### src/rtl/i_fetch_pkg.sv
// Shared constants for the xriscv instruction fetch stage.
// Holds the default widths, the reset vector and the instruction size.
package i_fetch_pkg;

  localparam int DEFAULT_XLEN     = 32;
  localparam int DEFAULT_ADDR_LEN = 14;

  localparam logic [DEFAULT_ADDR_LEN-1:0] RESET_VECTOR = 14'h0000;

  localparam int INST_SIZE = 4;

endpackage

### src/rtl/i_skid.sv
// One-entry {pc, data} holding register.
// Clear wins over load, so a redirect always empties the entry.
module i_skid #(
  parameter int W_PC   = 14,
  parameter int W_DATA = 32
) (
  input  logic              clk,
  input  logic              rstb,
  input  logic              load_i,
  input  logic              clr_i,
  input  logic [W_PC-1:0]   pc_i,
  input  logic [W_DATA-1:0] data_i,
  output logic              vld_o,
  output logic [W_PC-1:0]   pc_o,
  output logic [W_DATA-1:0] data_o
);

  logic              vld_q;
  logic [W_PC-1:0]   pc_q;
  logic [W_DATA-1:0] data_q;

  always_ff @(posedge clk or negedge rstb) begin
    if (!rstb) begin
      vld_q  <= 1'b0;
      pc_q   <= '0;
      data_q <= '0;
    end else if (clr_i) begin
      vld_q <= 1'b0;
    end else if (load_i) begin
      vld_q  <= 1'b1;
      pc_q   <= pc_i;
      data_q <= data_i;
    end
  end

  assign vld_o  = vld_q;
  assign pc_o   = pc_q;
  assign data_o = data_q;

endmodule

### src/rtl/i_fetch.sv
// Instruction fetch stage: owns the PC, issues synchronous-read fetches and
// hands words to decode over valid/ready, with a skid entry to absorb stalls.
module i_fetch
  import i_fetch_pkg::*;
#(
  parameter int                  XLEN     = DEFAULT_XLEN,
  parameter int                  ADDR_LEN = DEFAULT_ADDR_LEN,
  parameter logic [ADDR_LEN-1:0] RESET_PC = ADDR_LEN'(RESET_VECTOR)
) (
  input  logic                clk,
  input  logic                rstb,
  input  logic                fetch_en,
  output logic [ADDR_LEN-1:0] addr,
  input  logic [XLEN-1:0]     rd_data,
  input  logic                redirect_vld,
  input  logic [ADDR_LEN-1:0] redirect_pc,
  output logic                inst_vld,
  input  logic                inst_rdy,
  output logic [XLEN-1:0]     inst,
  output logic [ADDR_LEN-1:0] inst_pc
);

  localparam logic [ADDR_LEN-1:0] PC_INC = ADDR_LEN'(INST_SIZE);

  logic [ADDR_LEN-1:0] req_pc_q, req_pc_d;
  logic [ADDR_LEN-1:0] resp_pc_q, resp_pc_d;
  logic                resp_vld_q, resp_vld_d;
  logic [ADDR_LEN-1:0] redirect_tgt;
  logic                stall;
  logic                issue;
  logic                skid_load;
  logic                skid_clr;
  logic                skid_vld;
  logic [ADDR_LEN-1:0] skid_pc;
  logic [XLEN-1:0]     skid_data;
  logic                unused_redirect_lsb;

  assign redirect_tgt        = {redirect_pc[ADDR_LEN-1:2], 2'b00};
  assign unused_redirect_lsb = ^redirect_pc[1:0];

  // A word is stuck whenever something is presented but decode is not taking it;
  // a draining skid entry does not block the next issue.
  assign stall = (resp_vld_q | skid_vld) & ~inst_rdy;
  assign issue = fetch_en & ~stall;

  always_comb begin
    addr       = req_pc_q;
    req_pc_d   = req_pc_q;
    resp_vld_d = 1'b0;
    resp_pc_d  = resp_pc_q;
    skid_load  = 1'b0;
    skid_clr   = 1'b0;
    if (redirect_vld) begin
      addr       = redirect_tgt;
      req_pc_d   = redirect_tgt + PC_INC;
      resp_vld_d = 1'b1;
      resp_pc_d  = redirect_tgt;
      skid_clr   = 1'b1;
    end else begin
      skid_load = resp_vld_q & ~inst_rdy & ~skid_vld;
      skid_clr  = skid_vld & inst_rdy;
      if (issue) begin
        resp_vld_d = 1'b1;
        resp_pc_d  = req_pc_q;
        req_pc_d   = req_pc_q + PC_INC;
      end
    end
  end

  always_ff @(posedge clk or negedge rstb) begin
    if (!rstb) begin
      req_pc_q   <= RESET_PC;
      resp_pc_q  <= RESET_PC;
      resp_vld_q <= 1'b0;
    end else begin
      req_pc_q   <= req_pc_d;
      resp_pc_q  <= resp_pc_d;
      resp_vld_q <= resp_vld_d;
    end
  end

  i_skid #(
    .W_PC   (ADDR_LEN),
    .W_DATA (XLEN)
  ) u_skid (
    .clk    (clk),
    .rstb   (rstb),
    .load_i (skid_load),
    .clr_i  (skid_clr),
    .pc_i   (resp_pc_q),
    .data_i (rd_data),
    .vld_o  (skid_vld),
    .pc_o   (skid_pc),
    .data_o (skid_data)
  );

  assign inst_vld = (skid_vld | resp_vld_q) & ~redirect_vld;
  assign inst     = skid_vld ? skid_data : rd_data;
  assign inst_pc  = skid_vld ? skid_pc   : resp_pc_q;

endmodule

### config.mk
export PLATFORM = sky130hd
export DESIGN_NAME = i_fetch
export DESIGN_NICKNAME = d
export VERILOG_FILES = /design/src/rtl/i_fetch_pkg.sv /design/src/rtl/i_skid.sv /design/src/rtl/i_fetch.sv
export SDC_FILE = /design/constraint.sdc
export NUM_CORES = 1
export LEC_CHECK = 0
export ABC_CLOCK_PERIOD_IN_PS = 5000
export BUFFER_PORTS_ARGS = -buffer_cell sky130_fd_sc_hd__buf_2
export CAP_MARGIN = 20
export CORE_MARGIN = 4
export CORE_UTILIZATION = 51
export DETAILED_ROUTE_END_ITERATION = 7
export GPL_TIMING_DRIVEN = 0
export HOLD_SLACK_MARGIN = 0.05
export PLACE_DENSITY = 0.83
export SLEW_MARGIN = 25
export SYNTH_ARGS = -nofsm -noshare
export SYNTH_HDL_FRONTEND = slang
export SYNTH_HIERARCHICAL = 1
export SYNTH_SLANG_ARGS = --single-unit
### constraint.sdc
create_clock -name clk -period 5 [get_ports clk]
set_clock_uncertainty 0.05 [all_clocks]
set_input_delay 1 -clock clk [delete_from_list [all_inputs] [get_ports clk]]
set_output_delay 1 -clock clk [all_outputs]
set_load 0.01 [all_outputs]
* Yosys cells after proc, flatten, opt, wreduce, memory -nomap -nowiden
Index checks and enable logic that the tools add are counted.
Cells by class: bitwise logic cells 12, reduce and logical (&&, ||, !) cells 3, add/subtract/negate cells 2, muxes and demuxes 13
Operators by type and width (number):
- $mux W14 | 6
- $mux W32 | 1
- $add A14 B3 Y14 const B | 2
- $and A1 B1 Y1 | 6
- $mux W1 | 6
- $not A1 Y1 | 5
- $reduce_bool A2 Y1 | 2
- $reduce_and A2 Y1 | 1
- $or A1 B1 Y1 | 1
Word-level totals: output and inout port bits 61, bits in registers 76, word-level logic and storage cells 36, input port bits 51

* Depth between registers and ports, before layout
Gate-level depths: netlist of run 1.
depth after elaboration 6, depth in mapped cells 9, gate-level depth less buffers 6

* By module
The synthesis of run 1 kept the hierarchy.
By module, submodules not included:
- i_skid | instances 1, area each 1965.6 um^2, cells an instance 101, sequential area each 1176.1 um^2
- i_fetch | instances 1, area each 1964.4 um^2, cells an instance 206, sequential area each 625.6 um^2

* Least setup slack after synthesis of run 1
No wires, ideal clock.
path type input to register, start point in redirect_vld, end point reg req_pc_q[12], setup time 126 ps, stages on the path 9, arrival time 2740 ps, buffers on the path 3, required time 4824 ps, setup slack 2085 ps, cell sequence buf_6 buf_12 buf_2 mux2_2 ha_1 inv_1 a2111oi_1 and4_1 nor3_1
Between the ends: word-level cells in the longest chain between the ends 1, elaborated cells between the ends (all ways) 2, those cells by class mux (1); reduce/logical (1)
Ends and longest elaborated chain:
- from (decl) | line i_fetch.sv:15 | input logic redirect_vld,
- $mux W14 or $reduce_bool A2 Y1 (tied branches)
- to (signal assigned) | line i_fetch.sv:76 | req_pc_q <= req_pc_d;
- to (decl) | line i_fetch.sv:25 | logic [ADDR_LEN-1:0] req_pc_q, req_pc_d;
Several ways; a longest one is shown, not always the timed one. A chain may end at the register's enable or synchronous reset.

* Worst setup path after layout of run 1
start point reg u_skid.vld_q (netlist: u_skid/vld_o), end point out inst_pc[4]
Between the ends: word-level cells in the longest chain between the ends 1
Ends and longest elaborated chain:
- from (decl) | line i_skid.sv:18 | logic vld_q;
- from (signal assigned) | line i_skid.sv:24 | vld_q <= 1'b0;
- from (signal assigned) | line i_skid.sv:28 | vld_q <= 1'b0;
- from (signal assigned) | line i_skid.sv:30 | vld_q <= 1'b1;
- $mux W14 | line i_fetch.sv:99 | assign inst_pc = skid_vld ? skid_pc : resp_pc_q;
- to (decl) | line i_fetch.sv:20 | output logic [ADDR_LEN-1:0] inst_pc
Every way passes these cells.

==> results.json, run 1 <==
{
  "outcome": "finished, final reports clean",
  "fin_nets": 480,
  "max_slew_margin": 0.4667,
  "power_leakage_nw": 2.261,
  "place_area_um2": 4626,
  "hold_path_end": "req_pc_q[11]$_DFFE_PN0P_",
  "antenna_found_initial": 0,
  "reg2reg_to": "u_skid/data_o[25]$_DFFE_PN0P_",
  "layout_commonest_cell": "buf_2",
  "slew_viol_final": 0,
  "syn_area_per_cell_um2": 12.80,
  "worstPathRequired_ns": 3.95,
  "grt_max_degree": 49,
  "hold_viol": 0,
  "hp-class": "reg2reg",
  "crit_fanout": 10,
  "syn_area_um2": 3930,
  "tns_ns": 0,
  "cts_resized": 0,
  "fin_ws_ns": 1.686,
  "reg2reg_depth": 7,
  "ys_warn_count": 6,
  "die_w_um": 95.79,
  "path_clk_slew_ns": 0.07,
  "finalInstanceArea_um2": 4861,
  "finalWirelength_um": 8353,
  "r2r_start": "u_skid/vld_o$_DFFE_PN0P_",
  "synthArstFlopShare": 1.000,
  "cp.arrival_ns": 2.26,
  "cts_buffer_depth": 2,
  "drc": 0,
  "reg2reg_setup_slack_ns": 2.46,
  "critPathLaunchType": "flop",
  "synth_edf_count": 0,
  "cp-end-kind": "output pin",
  "synthCells": 307,
  "port_buffers": 106,
  "coreArea_um2": 7370,
  "ys.flop_type": "dfrtp_1",
  "grt_pass1_wl_um": 13490,
  "layout_common_cells": "buf_2 (107), dfrtp_1 (72), mux2_2 (59), nor2_1 (40), mux2_4 (40)",
  "clockRootBuffer": "clkbuf_8",
  "max_freq_mhz": 301.7,
  "dr.first_iter.drc_count": 91,
  "final_cells": 532,
  "yosysTopAreaCellShare": 0.4585,
  "viasPerCell": 5.154,
  "clk_latency_ns": 0.34,
  "hold_start": "req_pc_q[11]$_DFFE_PN0P_",
  "setup_viol": 0,
  "cellPowerDensity_nw_per_um2": 394.6,
  "area_growth_pct": 23.69,
  "period_share": 0.6629,
  "row_count": 31,
  "place.gp.congestion": 0.8716,
  "cts_sinks": 72,
  "ios": 112,
  "wl_per_cell_um": 15.70,
  "holdPathStages": 2,
  "hpwl_um": 6243,
  "worstMarginPinSlew_ns": 0.8000,
  "rsz0062_at_grt": "false",
  "ys_seq_area_frac": 0.4585,
  "drive_gt1_frac": 0.5450,
  "synth_seq_cells": 72,
  "period_minus_slack_ns": 3.314,
  "antenna_left": 0,
  "numCtsBuffers": 9,
  "ys_types": 43,
  "grt_pass1_vias": 2775,
  "ir_worst_vdd_v": 0.0001502,
  "synthTopCellsByArea": "dfrtp_1 (46%), mux2_2 (17%), mux2_4 (15%), nor2_1 (3.8%), buf_12 (3.1%)",
  "die_h_um": 95.79,
  "overflow": 0,
  "antenna_cells": 0,
  "route.vias.total": 2742,
  "die_area_um2": 9175,
  "place_inst": 516,
  "post_cts_buffers": 0,
  "whs_ns": 0.4492,
  "cts_tree": "built",
  "yosysTopAreaCell": "dfrtp_1",
  "grt_usage": 0.1906,
  "ctsHoldBuffers": 0,
  "htree_levels": 3,
  "drv_cap": 0,
  "criticalPathCategory": "reg2out",
  "first_pass_iters": 4,
  "start_util": 0.5333,
  "place_ws_ns": 1.811
}
==> final cells by class <==
cell class              count  area (um^2)
clock inverters             6        107.6
fillers                   601         2509
clock buffers              10        127.6
multi-input cells         211         1923
flip-flops and latches     72         1802
plain buffers              20        190.2
repair buffers            107        560.5
well taps                  99        123.9
inverters                   7        26.28
==> worst max-delay path, cell delays in order (launching register included) <==
cell,delay [ns]
dfrtp_1,0.43
buf_1,0.45
clkbuf_1,0.51
mux2_2,0.41
buf_2,0.14
==> power by group <==
| part | switching [mW] | internal, mW |
|---|---|---|
| sequential | 0.0999 | 0.744 |
| clock | 0.210 | 0.330 |
| combinational | 0.221 | 0.314 |
==> synthesized netlist by cell type, types with 4 or more instances <==
| library cell | instances |
|---|---|
| xnor2_1 | 6 |
| clkbuf_1 | 5 |
| nor2_1 | 40 |
| nand2_1 | 10 |
| dfrtp_1 | 72 |
| a21oi_1 | 8 |
| buf_1 | 4 |
| nand3_1 | 4 |
| inv_1 | 7 |
| mux2_2 | 59 |
| buf_12 | 6 |
| mux2_4 | 40 |
==> layer usage <==
layer / share of wire / vias up / GRT usage
li1: - / 1322 / -
met3: 0.074 / 7 / 0.03206
met2: 0.46 / 102 / 0.3052
met5: 0 / - / 0
met1: 0.46 / 1311 / 0.2554
met4: 0.0087 / 0 / 0.08294
==> registers in the layout (all words and copies together) (netlist names) <==
register       flops
resp_pc_q         12
req_pc_q          12
u_skid/data_o     32
u_skid/vld_o       1
u_skid/pc_o       14
resp_vld_q         1
==> worst max-delay path by stage <==
| stage | startpoint | end | slack, ns | cells past startpoint |
|---|---|---|---|---|
| floorplan | redirect_vld | req_pc_q[12]$_DFFE_PN0P_ | 2.08 | 9 |
| global route | u_skid/vld_o$_DFFE_PN0P_ | inst_pc[3] | 1.50 | 4 |
| CTS | u_skid/vld_o$_DFFE_PN0P_ | inst_pc[4] | 1.58 | 4 |
| finish | u_skid/vld_o$_DFFE_PN0P_ | inst_pc[4] | 1.69 | 4 |
| global placement | redirect_vld | req_pc_q[12]$_DFFE_PN0P_ | 1.85 | 9 |
| detailed placement | redirect_vld | req_pc_q[12]$_DFFE_PN0P_ | 1.81 | 9 |
==> cell families (layout without fill, tap and decap cells) <==
logic type | after synthesis | in the layout | synth area share
fa+ha+maj | 1 | 1 | 0.003183
simple gates | 74 | 74 | 0.09838
buf+inv | 27 | 150 | 0.05508
compound gates | 24 | 24 | 0.04107
flops | 72 | 72 | 0.4585
mux | 102 | 102 | 0.3295
other cells | 1 | 4 | 0.0009542
xor+xnor | 6 | 6 | 0.01337
==> per-stage QoR <==
stage,power [mW],util
2_1_floorplan,1.212,-
3_3_place_gp,1.362,0.6236
3_5_place_dp,1.389,0.6277
4_1_cts,1.941,0.6596
5_1_grt,2.030,0.6596
6_report,1.918,0.6596
No activity file was read; power rests on OpenSTA's default activity.
==> run 2: changes to the inputs <==
--- a/config.mk
+++ b/config.mk
@@ -5,15 +5,15 @@
 export SDC_FILE = /design/constraint.sdc
 export NUM_CORES = 1
 export LEC_CHECK = 0
-export ABC_CLOCK_PERIOD_IN_PS = 5000
+export ABC_CLOCK_PERIOD_IN_PS = 2700
 export BUFFER_PORTS_ARGS = -buffer_cell sky130_fd_sc_hd__buf_2
 export CAP_MARGIN = 20
 export CORE_MARGIN = 4
-export CORE_UTILIZATION = 51
+export CORE_UTILIZATION = 47
 export DETAILED_ROUTE_END_ITERATION = 7
 export GPL_TIMING_DRIVEN = 0
 export HOLD_SLACK_MARGIN = 0.05
-export PLACE_DENSITY = 0.83
+export PLACE_DENSITY = 0.8
 export SLEW_MARGIN = 25
 export SYNTH_ARGS = -nofsm -noshare
 export SYNTH_HDL_FRONTEND = slang
==> constraint.sdc (replaced) <==
create_clock -name clk -period 2.7 [get_ports clk]
set_clock_uncertainty 0.05 [all_clocks]
set_input_delay 0.54 -clock clk [delete_from_list [all_inputs] [get_ports clk]]
set_output_delay 0.54 -clock clk [all_outputs]
set_load 0.01 [all_outputs]
==> results.json, run 2 (synthesis results as in run 1) <==
{
  "antenna_cells": 0,
  "cp_common_cell": "buf_2",
  "final_cells": 537,
  "period_minus_slack_ns": 2.476,
  "cellPowerDensity_nw_per_um2": 679.3,
  "critPathLaunchType": "flop",
  "cp-end-kind": "output pin",
  "slew_viol_final": 0,
  "largest_register_ffs": 32,
  "die_w_um": 99.44,
  "cp.arrival_ns": 1.89,
  "layout_commonest_cell": "buf_2",
  "place_area_um2": 4626,
  "fin_nets": 480,
  "drive_gt1_frac": 0.5486,
  "numCtsBuffers": 9,
  "first_pass_iters": 4,
  "finalInstanceArea_um2": 4783,
  "whs_ns": 0.08325,
  "overflow": 0,
  "place.gp.congestion": 0.8732,
  "viasPerCell": 5.149,
  "cts_buffer_depth": 2,
  "die_area_um2": 9888,
  "tns_ns": 0,
  "hold_viol": 0,
  "finalWirelength_um": 8404,
  "row_count": 33,
  "finalPower_mw": 3.249,
  "port_buffers": 106,
  "cts_sinks": 72,
  "fin_util": 0.5851,
  "power_leakage_nw": 2.231,
  "layout_common_cells": "buf_2 (108), dfrtp_1 (72), mux2_2 (59), nor2_1 (40), mux2_4 (40)",
  "path_cells": "buf_2, clkbuf_2, mux2_2, buf_2",
  "ios": 112,
  "cts_tree": "built",
  "drv_cap": 0,
  "register_area_um2": 1802,
  "antenna_left": 0,
  "outcome": "finished, final reports clean",
  "setup_viol": 0,
  "hp-class": "in2async",
  "place_ws_ns": -0.1032,
  "clockRootBuffer": "clkbuf_8",
  "place_inst": 522,
  "grt_max_degree": 43,
  "clk_latency_ns": 0.33,
  "multiInputGateArea_um2": 1923,
  "grt_pass1_wl_um": 13950,
  "dr.first_iter.drc_count": 74,
  "max_freq_mhz": 403.9,
  "max_slew_margin": 0.4278,
  "drc": 0,
  "worstPathRequired_ns": 2.11,
  "worstMarginPinSlew_ns": 0.8583,
  "hpwl_um": 6294,
  "grt_pass1_vias": 2909,
  "period_share": 0.9170,
  "route.vias.total": 2765,
  "rsz0062_at_grt": "false",
  "area_growth_pct": 21.71,
  "ctsHoldBuffers": 0,
  "die_h_um": 99.44,
  "nFillCells": 702,
  "coreArea_um2": 8175,
  "critPathSlowestCell": "dfrtp_1",
  "antenna_found_initial": 0,
  "slowest_delay_ns": 0.42,
  "wl_per_cell_um": 15.65,
  "start_util": 0.4807,
  "ir_worst_vdd_v": 0.0002593,
  "crit_fanout": 10,
  "grt_usage": 0.1741,
  "criticalPathCategory": "reg2out",
  "path_clk_slew_ns": 0.07,
  "htree_levels": 3,
  "fin_ws_ns": 0.2240
}
[run 2: cell types whose count changed in the layout (fill, tap and decap cells not counted), sizes merged]
| cell | before | now |
|---|---|---|
| clkinv | 2 | 3 |
| bufinv | 3 | 0 |
| clkbuf | 15 | 16 |
[run 2: power by group]
group / internal [mW] / total [mW] / switching [mW]
Combinational: 0.581 / 0.988 / 0.408
Clock: 0.324 / 0.698 / 0.374
Sequential: 1.38 / 1.56 / 0.186
Total: 2.28 / 3.25 / 0.967
[run 2: what timing repair did]
| action | in CTS | in global routing |
|---|---|---|
| pin swaps | 0 | 0 |
| setup endpoints to repair | 18 | 6 |
| resized for setup | 2 | 2 |
| setup buffers | 0 | 0 |
[run 2: layer usage]
layer,routed length [um],vias up,track usage,part of all wire
met2,3939,94,0.2836,0.47
met3,539,10,0.03366,0.064
li1,-,1325,-,-
met4,92,0,0.04937,0.011
met1,3833,1336,0.2377,0.46
met5,0,-,0,0
[run 2: final cells by class]
cell class / instances / area share
well taps: 105 / 0.02747
multi-input cells: 211 / 0.4020
clock inverters: 4 / 0.004708
inverters: 7 / 0.005493
plain buffers: 20 / 0.04054
flip-flops and latches: 72 / 0.3767
repair buffers: 107 / 0.1156
clock buffers: 11 / 0.02747
[run 2: worst paths after layout]
path	slack [ns]	to	depth (start not counted)	from
min in group clk	0.39	u_skid/data_o[1]$_DFFE_PN0P_	2	rd_data[1]
worst min-delay path	0.08	u_skid/data_o[21]$_DFFE_PN0P_	1	rstb
max in group asynchronous	1.96	req_pc_q[12]$_DFFE_PN0P_	2	rstb
worst min register to register	0.45	req_pc_q[13]$_DFFE_PN0P_	2	req_pc_q[13]$_DFFE_PN0P_
worst max-delay path	0.22	inst_pc[2]	4	u_skid/vld_o$_DFFE_PN0P_
worst max register to register	0.32	u_skid/data_o[19]$_DFFE_PN0P_	7	u_skid/vld_o$_DFFE_PN0P_
[run 2: worst max-delay path: cells and delay by family, from the launching register on]
family / cells / cell delay, ns
multiplexers: 1 / 0.38
flip-flops: 1 / 0.42
buffers and inverters: 3 / 0.76
==> run 3: changes to the inputs <==
--- a/config.mk
+++ b/config.mk
@@ -9,11 +9,12 @@
 export BUFFER_PORTS_ARGS = -buffer_cell sky130_fd_sc_hd__buf_2
 export CAP_MARGIN = 20
 export CORE_MARGIN = 4
-export CORE_UTILIZATION = 47
+export CORE_UTILIZATION = 49
+export CTS_BUF_LIST = sky130_fd_sc_hd__clkbuf_8
 export DETAILED_ROUTE_END_ITERATION = 7
 export GPL_TIMING_DRIVEN = 0
 export HOLD_SLACK_MARGIN = 0.05
-export PLACE_DENSITY = 0.8
+export PLACE_DENSITY = 0.83
 export SLEW_MARGIN = 25
 export SYNTH_ARGS = -nofsm -noshare
 export SYNTH_HDL_FRONTEND = slang
==> results.json, run 3 (synthesis results as in run 1) <==
{
  "outcome": "finished, final reports clean",
  "wl_per_cell_um": 15.98,
  "die_w_um": 97.56,
  "grt_pass1_wl_um": 14310,
  "register_area_um2": 1802,
  "fin_ws_ns": 0.2047,
  "wl_met3_um": 544,
  "cp_common_cell": "buf_2",
  "r2r_start": "u_skid/vld_o$_DFFE_PN0P_",
  "highest_layer": "met4",
  "port_buffers": 106,
  "drc": 0,
  "cts_sinks": 72,
  "start_util": 0.5060,
  "criticalPathCategory": "reg2out",
  "ios": 112,
  "worstMarginPinSlew_ns": 0.8306,
  "grt_pass1_vias": 2851,
  "critPathLaunchType": "flop",
  "hold_viol": 0,
  "ctsHoldBuffers": 0,
  "place_inst": 519,
  "slew_viol_final": 0,
  "row_count": 32,
  "die_h_um": 97.56,
  "largest_register_ffs": 32,
  "cts_tree": "built",
  "htree_levels": 3,
  "tns_ns": 0,
  "cts_resized": 3,
  "coreArea_um2": 7767,
  "crit_fanout": 10,
  "cts_buffer_depth": 2,
  "period_minus_slack_ns": 2.495,
  "worstPathBufferInverterCount": 3,
  "cp_top_family": "buffers and inverters",
  "crit_start": "u_skid/vld_o$_DFFE_PN0P_",
  "final_cells": 535,
  "ir_worst_vdd_v": 0.0003250,
  "worstPathRequired_ns": 2.11,
  "area_growth_pct": 23.59,
  "layout_common_cells": "buf_2 (108), dfrtp_1 (72), mux2_2 (59), nor2_1 (40), mux2_4 (40)",
  "hp-class": "in2async",
  "clockRootBuffer": "clkbuf_8",
  "setup_viol": 0,
  "fin_nets": 480,
  "slowest_delay_ns": 0.44,
  "clk_latency_ns": 0.33,
  "power_leakage_nw": 2.269,
  "drv_cap": 0,
  "wl_met2_um": 4054,
  "cp-end-kind": "output pin",
  "antenna_left": 0,
  "max_freq_mhz": 400.8,
  "finalWirelength_um": 8550,
  "antenna_cells": 0,
  "dr.first_iter.drc_count": 135,
  "rsz0062_at_grt": "false",
  "place_ws_ns": -0.004616,
  "nFillCells": 638,
  "max_slew_margin": 0.4463,
  "first_pass_iters": 4,
  "route.vias.total": 2778,
  "path_cells": "buf_2, clkbuf_2, mux2_2, buf_2",
  "layout_commonest_cell": "buf_2",
  "place.gp.congestion": 0.8674,
  "wl_met1_um": 3878,
  "numCtsBuffers": 9,
  "viasPerCell": 5.193,
  "grt_usage": 0.1838,
  "overflow": 0,
  "hpwl_um": 6373,
  "drive_gt1_frac": 0.5520,
  "period_share": 0.9242,
  "die_area_um2": 9517,
  "cellPowerDensity_nw_per_um2": 723.3,
  "post_cts_buffers": 0,
  "critPathSlowestCell": "dfrtp_1",
  "cp.arrival_ns": 1.91,
  "path_clk_slew_ns": 0.08,
  "multiInputGateArea_um2": 1923,
  "antenna_found_initial": 0,
  "grt_max_degree": 44
}
run 3: worst paths after layout:
check                                                endpoint  slack (ns)  cells past startpoint
worst min register to register       req_pc_q[13]$_DFFE_PN0P_        0.43                      2
worst min-delay path            u_skid/data_o[29]$_DFFE_PN0P_        0.07                      1
min in group clk                 u_skid/data_o[1]$_DFFE_PN0P_        0.40                      2
worst max register to register  u_skid/data_o[16]$_DFFE_PN0P_        0.25                      7
worst max-delay path                               inst_pc[7]        0.20                      4
max in group asynchronous             req_pc_q[5]$_DFFE_PN0P_        1.97                      2
run 3: power breakdown:
part	switching, mW	internal (mW)	leakage [nW]	total [mW]
clock network	0.396	0.569	0.117	0.966
logic	0.409	0.581	1.31	0.990
registers	0.181	1.38	0.845	1.56
total	0.987	2.53	2.27	3.51
run 3: metrics by stage:
step	instance area, um^2	hold slack [ns]	utilization	total power [mW]
finish	4857	0.07493	0.6253	3.513
global route	4857	0.09241	0.6253	3.723
CTS	4857	0.06960	0.6253	3.559
detailed placement	4622	0.4218	0.5950	2.570
global placement	4599	0.4058	0.5921	2.524
floorplan	3941	0.1944	-	2.245
run 3: final cells by class:
class,count,area share
clock inverter,5,0.01649
tap,102,0.02628
inverter,7,0.005410
timing repair buffer,107,0.1139
multi-input combinational,211,0.3959
buffer,20,0.03993
sequential,72,0.3709
clock buffer,11,0.03117
run 3: layer usage:
layer  vias to the layer above  global-route usage
li1                       1321                   -
met1                      1355              0.2445
met2                        94              0.3042
met3                         8             0.04307
met4                         0             0.04473
met5                         -                   0
run 3: worst reg2reg max path: stages (launching register included):
cell and delay [ns]:
dfrtp_1 0.44, buf_2 0.23, clkbuf_2 0.26, nor4b_1 0.49, nor2b_4 0.25, buf_12 0.16, buf_12 0.16, mux2_4 0.31
